[config.mk]
export PLATFORM = sky130hd
export DESIGN_NAME = bcd_scan_counter
export DESIGN_NICKNAME = d
export VERILOG_FILES = /design/src/rtl/bcd_scan_counter_pkg.sv /design/src/rtl/bcd_digit.sv /design/src/rtl/bcd_scan_counter.sv
export SDC_FILE = /design/constraint.sdc
export NUM_CORES = 1
export LEC_CHECK = 0
export CORE_MARGIN = 2
export CORE_UTILIZATION = 54
export DETAILED_ROUTE_END_ITERATION = 7
export PLACE_DENSITY = 0.9
export SETUP_SLACK_MARGIN = 0.05
export SLEW_MARGIN = 30
export SYNTH_ARGS = -nofsm -noshare
export SYNTH_HDL_FRONTEND = slang
export SYNTH_SLANG_ARGS = --single-unit
[constraint.sdc]
create_clock -name clk -period 2.3 [get_ports clk]
set_input_delay 0.46 -clock clk [delete_from_list [all_inputs] [get_ports clk]]
set_output_delay 0.46 -clock clk [all_outputs]
set_load 0.03 [all_outputs]
[src/rtl/bcd_scan_counter_pkg.sv]
// rtl/bcd_scan_counter_pkg.sv - shared BCD constants and digit type
package bcd_scan_counter_pkg;

  localparam int NUM_DIGITS = 4;
  localparam int BCD_MAX    = 9;

  typedef logic [3:0] bcd_digit_t;

  localparam bcd_digit_t BCD_MAX_DIGIT = bcd_digit_t'(BCD_MAX);

  // True when a nibble is a legal decimal digit.
  function automatic logic bcd_valid(input bcd_digit_t d);
    return d <= BCD_MAX_DIGIT;
  endfunction

endpackage

[src/rtl/bcd_digit.sv]
// rtl/bcd_digit.sv - one BCD digit register with clear, load and carry chain
module bcd_digit
  import bcd_scan_counter_pkg::*;
(
  input  logic       clk,
  input  logic       reset,
  input  logic       clear,
  input  logic       load,
  input  bcd_digit_t load_val,
  input  logic       carry_i,
  output bcd_digit_t value_o,
  output logic       carry_o
);

  bcd_digit_t value_q, value_d;

  // A carry ripples onward only when this digit rolls from 9 to 0.
  assign carry_o = carry_i && (value_q == BCD_MAX_DIGIT);
  assign value_o = value_q;

  // Next digit: clear beats load beats increment; illegal loaded nibbles become 0.
  always_comb begin
    value_d = value_q;
    if (clear) begin
      value_d = '0;
    end else if (load) begin
      value_d = bcd_valid(load_val) ? load_val : '0;
    end else if (carry_i) begin
      value_d = (value_q == BCD_MAX_DIGIT) ? '0 : value_q + 4'd1;
    end
  end

  // Digit storage with synchronous reset.
  always_ff @(posedge clk) begin
    if (reset) value_q <= '0;
    else       value_q <= value_d;
  end

endmodule

[src/rtl/bcd_scan_counter.sv]
// rtl/bcd_scan_counter.sv - four-digit BCD counter with multiplexed display scan
module bcd_scan_counter
  import bcd_scan_counter_pkg::*;
#(
  parameter int unsigned SCAN_DIV = 4
) (
  input  logic        clk,
  input  logic        reset,
  input  logic        clear,
  input  logic        load,
  input  logic [15:0] load_val,
  input  logic        count_en,
  input  logic        blank_lz,
  output logic [0:3]  digit_code,
  output logic [3:0]  digit_en,
  output logic        carry_out,
  output logic        load_err
);

  localparam logic [15:0] PRESC_MAX = 16'(SCAN_DIV - 1);

  bcd_digit_t              digits [NUM_DIGITS];
  logic [NUM_DIGITS:0]     carry;
  logic [NUM_DIGITS-1:0]   zero_from;
  logic                    bad_nibble;
  logic                    wrap_d, load_err_d;
  logic                    carry_q, load_err_q;
  logic [15:0]             presc_q;
  logic [1:0]              scan_idx_q;
  bcd_digit_t              code_d, code_q;
  logic [3:0]              en_d, en_q;

  assign carry[0] = count_en;

  for (genvar i = 0; i < NUM_DIGITS; i++) begin : g_digit
    bcd_digit u_digit (
      .clk      (clk),
      .reset    (reset),
      .clear    (clear),
      .load     (load),
      .load_val (load_val[4*i +: 4]),
      .carry_i  (carry[i]),
      .value_o  (digits[i]),
      .carry_o  (carry[i+1])
    );
  end

  // Event detection: wrap and bad load only count when not overridden by higher priority.
  always_comb begin
    bad_nibble = 1'b0;
    for (int i = 0; i < NUM_DIGITS; i++) begin
      if (!bcd_valid(load_val[4*i +: 4])) bad_nibble = 1'b1;
    end
    wrap_d     = carry[NUM_DIGITS] && !clear && !load;
    load_err_d = load && !clear && bad_nibble;
  end

  // One-cycle event pulses.
  always_ff @(posedge clk) begin
    if (reset) begin
      carry_q    <= 1'b0;
      load_err_q <= 1'b0;
    end else begin
      carry_q    <= wrap_d;
      load_err_q <= load_err_d;
    end
  end

  // Free-running prescaler and scan index; only reset touches them.
  always_ff @(posedge clk) begin
    if (reset) begin
      presc_q    <= '0;
      scan_idx_q <= '0;
    end else if (presc_q == PRESC_MAX) begin
      presc_q    <= '0;
      scan_idx_q <= scan_idx_q + 2'd1;
    end else begin
      presc_q    <= presc_q + 16'd1;
    end
  end

  // Select the scanned digit and blank it when it and every higher digit are zero.
  always_comb begin
    zero_from[NUM_DIGITS-1] = (digits[NUM_DIGITS-1] == '0);
    for (int i = NUM_DIGITS - 2; i >= 0; i--) begin
      zero_from[i] = zero_from[i+1] && (digits[i] == '0);
    end
    code_d = digits[scan_idx_q];
    en_d   = 4'b0001 << scan_idx_q;
    if (blank_lz && (scan_idx_q != 2'd0) && zero_from[scan_idx_q]) en_d = 4'b0000;
  end

  // Registered display outputs, one cycle behind scan index and count value.
  always_ff @(posedge clk) begin
    if (reset) begin
      code_q <= '0;
      en_q   <= 4'b0001;
    end else begin
      code_q <= code_d;
      en_q   <= en_d;
    end
  end

  assign digit_code = code_q;
  assign digit_en   = en_q;
  assign carry_out  = carry_q;
  assign load_err   = load_err_q;

endmodule
# After elaboration in Yosys (flattened, before gate mapping)
# Index checks and enable logic that the tools add are counted.
# op_classes
add_sub_neg,6
order_cmp,6
eq_ne,5
shift,1
mux,26
bitwise_logic,1
n_reduce_logical,27
# ops
op,n
two-way mux 4 bit,18
"adder 16 x 1 -> 16 bit, second input constant",1
"adder 4 x 1 -> 4 bit, second input constant",4
"== test 16 x 2 -> 1 bit, second input constant",1
"== test 4 bit, second input constant",4
"less-or-equal comparator 4 bit, second input constant",4
logical NOT 4 bit,4
logical AND 1 bit,13
nonzero test 2 bit,5
binary-select mux 4 bit (select 2 bit),1
two-way mux 1 bit,6
OR reduction 2 bit,3
"left shift 1 x 2 -> 4 bit, first input constant",1
">= comparator 3 bit, second input constant",1
"less-than comparator 2 x 3 -> 1 bit, second input constant",1
inverter 2 -> 3 bit,1
"adder 2 x 1 -> 2 bit, second input constant",1
binary-select mux 1 bit (select 2 bit),1
logical NOT 1 bit,2
# word_totals
regBits,44
input_bits,22
output_inout_bits,10

# Logic depth before layout (Yosys ltp)
# Gate-level depths: netlist of the first run.
# depth
depth_word,8
depth_mapped,7
depth_no_buf,6

# Modules after synthesis
# Synthesis of the first run repeated with hierarchy kept, for this count alone.
# unflattened
cells_unflattened,250
hier_area_um2,2292.2
# modules_own_cells
mod,instances,cells_per_inst,area_per_inst_um2,seq_area_each_um2
bcd_scan_counter,1,130,1286.2,560.5
bcd_digit,4,30,251.5,80.1

# Worst setup path after synthesis of the first run
# Ideal clock, no wire load.
# synth_path
path_type,reg2reg
startpoint,reg presc_q[0]
endpoint,reg presc_q[13]
setup_ps,117
arrival_time_ps,1490
required_ps,2183
path_slack_ps,693
path_stages_with_launch,8
synth_period_minus_slack_ps,1607
path_cell_list,dfxtp_1 ha_1 nor4b_1 nand4_1 nand2b_1 clkbuf_2 buf_2 nor2_1
# synth_via
elab_chain_len,2
elab_cells_between_ends,3
# synth_lines
element,line_no,text
from (decl),bcd_scan_counter.sv:28,logic [15:0] presc_q;
from (signal assigned),bcd_scan_counter.sv:78,presc_q <= presc_q + 16'd1;
branches (longest 2 deep; another with adder 16 x 1 -> 16 bit),--,
# Parallel ways; which one is timed is not known.
# A chain may end at the register's enable or synchronous reset.

# Worst setup path after layout of the first run
# layout_path
startpoint,reg presc_q[0]
endpoint,reg presc_q[3]
# Same word-level chain as after synthesis.

==> impl_metrics.yaml, run 1 <==
clock_tree:
  cts.clk_slew.worst_paths_ns: 0.08
  postCtsHoldBufs: 0
  cts_tree: "built"
  htree_levels: 2
  post_cts_buffers: 0
  clk_latency_ns: 0.29
  cts_sinks: 44
  cts-resized-gates: 0
  cts-root-buf: "clkbuf_8"
  cts_buffers: 5
  cts_buffer_depth: 2
pwr:
  p_leak_nw: 0.9192
  vdd_drop_max_mv: 0.2874
  power_density_nw_per_um2: 529.1
timing:
  hold_viol: 0
  timing.fmax_mhz: 524.7
  tns_ns: 0
  finClkSkew_ns: 0.01089
  layout_min_cycle_time_ns: 1.906
  finalCritPeriodShare_pct: 82.87
  slew_headroom_pct: 61.71
  slew_violations: 0
  rsz0062_at_grt: "no"
  tightest_slew_ns: 0.5743
  finalSetupViolations: 0
detailed_routing:
  drt-met1-wl_um: 2236
  drt_iter0_markers: 149
  drt-pass1-iter-count: 4
  drc_errors: 0
  routedWlPerCell_um: 14.38
  ant_nets: 0
  finalWirelength_um: 4818
  top_layer: "met4"
  wl_met3_um: 246
  wl_met2_um: 2268
  vias: 2015
  vias_per_cell: 6.015
floorplan:
  io_pins: 32
  start_util_pct: 56.80
  die_height_um: 69.10
  core_um2: 4029
  fp.dieW_um: 69.10
  die_area_um2: 4775
  rows: 23
yosys:
  synth.area.mux_share_pct: 5.249
  synth_flop_cell: "dfxtp_1"
  yosys-top-cells-count: "dfxtp_1, nor2_1, o21ai_0, nand2_1, a21oi_1"
  avgSynthCellArea_um2: 8.974
  synth_xor_area_share_pct: 6.889
  synthAdderAreaFrac_pct: 1.093
  syn_inst: 255
  synth_top_area_cell: "dfxtp_1"
  ys_seq_area_share_pct: 38.49
  synth-async-reset-ratio_pct: 0
  synthTopCellsByArea: "dfxtp_1, xnor2_1, mux4_2"
  synth_simple_gate_area_share_pct: 28.70
  synth_seq_cells: 44
  synth_top_area_share_pct: 38.49
  synth_compound_area_share_pct: 15.58
  synth_cell_type_count: 53
  synthesis.area_um2: 2288
  synth_nets: 279
  synth_warnings: 0
  synth_edf_count: 0
  synth_most_common_cell: "dfxtp_1"
  synth_top_family_by_area: "simple AND/OR/NAND/NOR gates"
run_status:
  status: "finished, final reports clean"
worst_setup_path:
  path_class: "register to register"
  r2r_slack_ns: 0.39
  slowest_stage: "nand2b_1"
  cp_data_required_time_ns: 2.45
  crit_chain: "ha_1 -> nor4b_1 -> nand4_1 -> nand2b_1 -> nor2_1"
  arrival_ns: 2.06
  critPathMaxFanout: 16
  cp-start-kind: "register"
  path_delay_family: "simple AND/OR/NAND/NOR gates"
  crit_path_end_kind: "register"
  crit_buf_inv: 0
  cp_slowest_stage_delay_ns: 0.49
global_routing:
  grt_usage_pct: 21.20
  grt_pass1_wl_um: 8376
  grt_pass1_vias: 1878
  grt-ovfl-total: 0
  antenna_found_initial: 0
  grt_max_degree: 18
cells_and_area:
  final_layout_size_suffix_gt1_share_pct: 9.123
  n_antenna_cell: 0
  fin_cells: 335
  nets: 309
  final_core_util_pct: 67.48
  fillers: 309
  area_growth_pct: 18.81
worst_hold_path:
  hold_class: "register to register"
job:
  maxCapViolCount: 0
placement:
  port_buffers: 31
  gp_congestion: 0.8628
  dp.cells: 328
  hpwl_um: 3587
## cell usage in the layout, fill, tap and decap left out, types with 3 or more instances in the layout
| cell | instances |
|---|---|
| nor3_1 | 7 |
| nor3b_1 | 4 |
| mux2i_1 | 3 |
| and4_1 | 4 |
| inv_1 | 9 |
| nand4_1 | 7 |
| nor4_1 | 7 |
| buf_4 | 5 |
| nand2_1 | 15 |
| a31oi_1 | 4 |
| xor2_1 | 6 |
| clkbuf_8 | 5 |
| xnor2_1 | 12 |
| a21oi_1 | 14 |
| o311a_1 | 3 |
| o21ai_0 | 17 |
| a211oi_1 | 5 |
| clkdlybuf4s50_1 | 31 |
| nor2b_1 | 10 |
| mux4_2 | 4 |
| nor2_1 | 23 |
| dfxtp_1 | 44 |
| or3_1 | 3 |
| nand3_1 | 7 |
## layout make-up
type	instances	area [um^2]	area share, %
multi-input cells	189	1316	48.41
well taps	50	62.56	2.301
flip-flops and latches	44	880.8	32.40
clock buffers	6	72.57	2.669
clock inverters	1	5.005	0.1841
repair buffers	36	347.8	12.79
inverters	9	33.78	1.243
## state kept, by name (all words and copies together) (netlist names)
signal / cells
carry_out: 1
digit_code: 4
digit_en: 4
g_digit.u_digit.value_o: 16
load_err: 1
presc_q: 16
scan_idx_q: 2
## worst register-to-register path, delay by kind of cell, from the launching register on
family / cells / cell delay, ns
fa+ha+maj: 1 / 0.25
flops: 1 / 0.41
simple gates: 4 / 1.12
## layer usage
| metal | vias up | track usage, % |
|---|---|---|
| li1 | 994 | - |
| met1 | 951 | 27.81 |
| met3 | 8 | 4.386 |
| met5 | - | 0 |
| met2 | 62 | 35.15 |
| met4 | 0 | 6.318 |
## per-stage QoR
step | cell area (um^2) | worst slack (ns) | hold slack (ns) | total power, mW
after floorplan | 2288 | 0.6926 | 0.4408 | 0.9271
after global placement | 2641 | 0.1488 | 0.4578 | 1.001
after detailed placement | 2641 | 0.09974 | 0.4783 | 1.007
after CTS | 2719 | 0.3698 | 0.4961 | 1.448
after global routing | 2719 | 0.1552 | 0.5268 | 1.501
final | 2719 | 0.3940 | 0.4949 | 1.439
## final timing paths
| kind | from | to | cells after the start |
|---|---|---|---|
| worst min register to register | presc_q[15] | presc_q[15] | 2 |
| worst min-delay path | presc_q[15] | presc_q[15] | 2 |
| worst max register to register | presc_q[0] | presc_q[3] | 5 |
| worst max-delay path | presc_q[0] | presc_q[3] | 5 |
## cells by family (layout without fill, tap and decap cells)
logic type                 count (synthesis)  count (layout)
and+or+nand+nor                          107             107
buffers and inverters                     22              52
AOI/OAI and AO/OA                         55              55
DFF                                       44              44
muxes                                      7               7
adders and majority gates                  2               2
xor gates and xnor gates                  18              18
## power breakdown
part	switching [mW]	internal [mW]	leakage, nW
Combinational	0.0830	0.0898	0.521
Clock	0.241	0.207	0.0410
Sequential	0.0346	0.784	0.357
No activity file was read; power rests on OpenSTA's default activity.
==> run 2: changes to the inputs <==
- CORE_UTILIZATION: 54 -> 49
- PLACE_DENSITY: 0.9 -> 0.87
- clock period: 2.3 -> 1.55 ns (I/O delays scaled with it)
==> run 2 against run 1 <==
  * Non-clock buffer count increased by 32
  * Via count increased by 9.3%
  * Design area increased by 14%
  * Cell count increased by 10%
  * Core utilization increased by 2.7 points
  * Routed wire length increased by 33%
  * Die area increased by 9.6%
  * Sequential share of layout area decreased by 3.6 points
  * Worst hold slack got worse by 0.0014 ns
  * Count of clock-buffer cells in the layout unchanged
  * Sequential power increased by 47%
  * Largest cell class unchanged
  * Largest power group unchanged
==> impl_metrics.yaml, run 2 (synthesis results as in run 1) <==
placement:
  dpl_cell_area_um2: 2883
  port_buffers: 31
  gp_congestion: 0.9517
  hpwl_um: 4137
  dpl_worst_slack_ns: -0.3851
  dp.cells: 359
floorplan:
  core_um2: 4414
  die_height_um: 72.34
  die_area_um2: 5233
  io_pins: 32
  fp.dieW_um: 72.34
  start_util_pct: 51.84
  rows: 24
pwr:
  vdd_drop_max_mv: 0.6550
  power_density_nw_per_um2: 784.7
  p_leak_nw: 1.156
  power_mw: 2.432
detailed_routing:
  drc_errors: 0
  routedWlPerCell_um: 17.38
  finalWirelength_um: 6431
  vias_per_cell: 5.954
  drt-pass1-iter-count: 4
  vias: 2203
  drt_iter0_markers: 197
  ant_nets: 0
clock_tree:
  htree_levels: 2
  cts_buffer_depth: 2
  cts-root-buf: "clkbuf_8"
  cts_buffers: 5
  cts_sinks: 44
  clk_latency_ns: 0.30
  cts.clk_slew.worst_paths_ns: 0.09
  cts_tree: "built"
run_status:
  status: "finished, final reports clean"
worst_hold_path:
  hp-start: "presc_q[15]"
  hold_class: "register to register"
global_routing:
  grt_pass1_wl_um: 9825
  grt_max_degree: 25
  grt-ovfl-total: 0
  grt_pass1_vias: 2125
  grt_usage_pct: 24.13
  antenna_found_initial: 0
cells_and_area:
  area_growth_pct: 35.43
  n_antenna_cell: 0
  fillers: 321
  fin_cells: 370
  layout_common_cells: "dfxtp_1, buf_4, nor2_1"
  design_area_um2: 3099
  final_core_util_pct: 70.21
  nets: 341
  final_common_cell: "dfxtp_1"
  final_layout_size_suffix_gt1_share_pct: 25.16
worst_setup_path:
  r2r_slack_ns: 0.05
  path_class: "register to register"
  critPathMaxFanout: 4
  arrival_ns: 1.75
  r2r-start: "presc_q[10]"
  critPathLaunch: "presc_q[10]"
  cp-start-kind: "register"
  crit_path_end_kind: "register"
  cp_data_required_time_ns: 1.80
timing:
  tightest_slew_ns: 0.4223
  timing.fmax_mhz: 668.3
  hold_viol: 0
  slew_violations: 0
  finalSetupViolations: 0
  layout_min_cycle_time_ns: 1.496
  rsz0062_at_grt: "yes"
  tns_ns: 0
  finClkSkew_ns: 0.01384
  slew_headroom_pct: 71.55
  finalCritPeriodShare_pct: 96.54
  layout_setup_ws_ns: 0.05362
  hold_slack_ns: 0.4935
job:
  maxCapViolCount: 0
==> run 2: cell count changes in the layout (fill, tap and decap cells not counted), moves of 9 or more <==
cell	change
dfxtp_1	-9
clkdlybuf4s50_1	-11
dlygate4sd2_1	+11
dfxtp_2	+9
buf_4	+29
==> run 2: power breakdown <==
part	switching, mW	internal, mW
Combinational	0.170	0.174
Sequential	0.0379	1.17
Clock	0.405	0.479
Total	0.613	1.82
==> run 2: final cells by class <==
cell class                      instances  area (um^2)  share of cell area [%]
Multi-Input combinational cell        189         1406                   45.38
Sequential cell                        44        892.1                   28.78
Timing Repair Buffer                   68        594.3                   19.18
Clock buffer                            6        72.57                   2.342
Tap cell                               52        65.06                   2.099
Clock inverter                          2        35.03                   1.130
Inverter                                9        33.78                   1.090
==> run 2: worst max-delay path, cell delays in order, from the launching register on <==
cell     delay, ns
dfxtp_2       0.37
and4_1        0.23
nand4_1       0.19
or3b_2        0.51
a21oi_2       0.13
==> run 2: path summary, 6_finish.rpt <==
kind / endpoint / cells after the start
worst min register to register: presc_q[15] / 2
worst max-delay path: presc_q[15] / 4
worst max register to register: presc_q[15] / 4
worst min-delay path: presc_q[15] / 2
==> run 2: timing repair <==
item | 4_1_cts | 5_1_grt
hold buffers | 0 | 0
hold endpoints to repair | 0 | 0
endpoints found under the setup margin | 23 | 30
pin swaps | 1 | 11
resized for setup | 15 | 21
buffers inserted | 0 | 3
==> run 2: routing by layer <==
metal	wire, um	share of wire [%]	GRT usage, %
met1	2635	41	29.04
met2	3218	50	41.18
met3	317	4.9	5.000
met4	259	4.0	11.11
met5	0	0	0
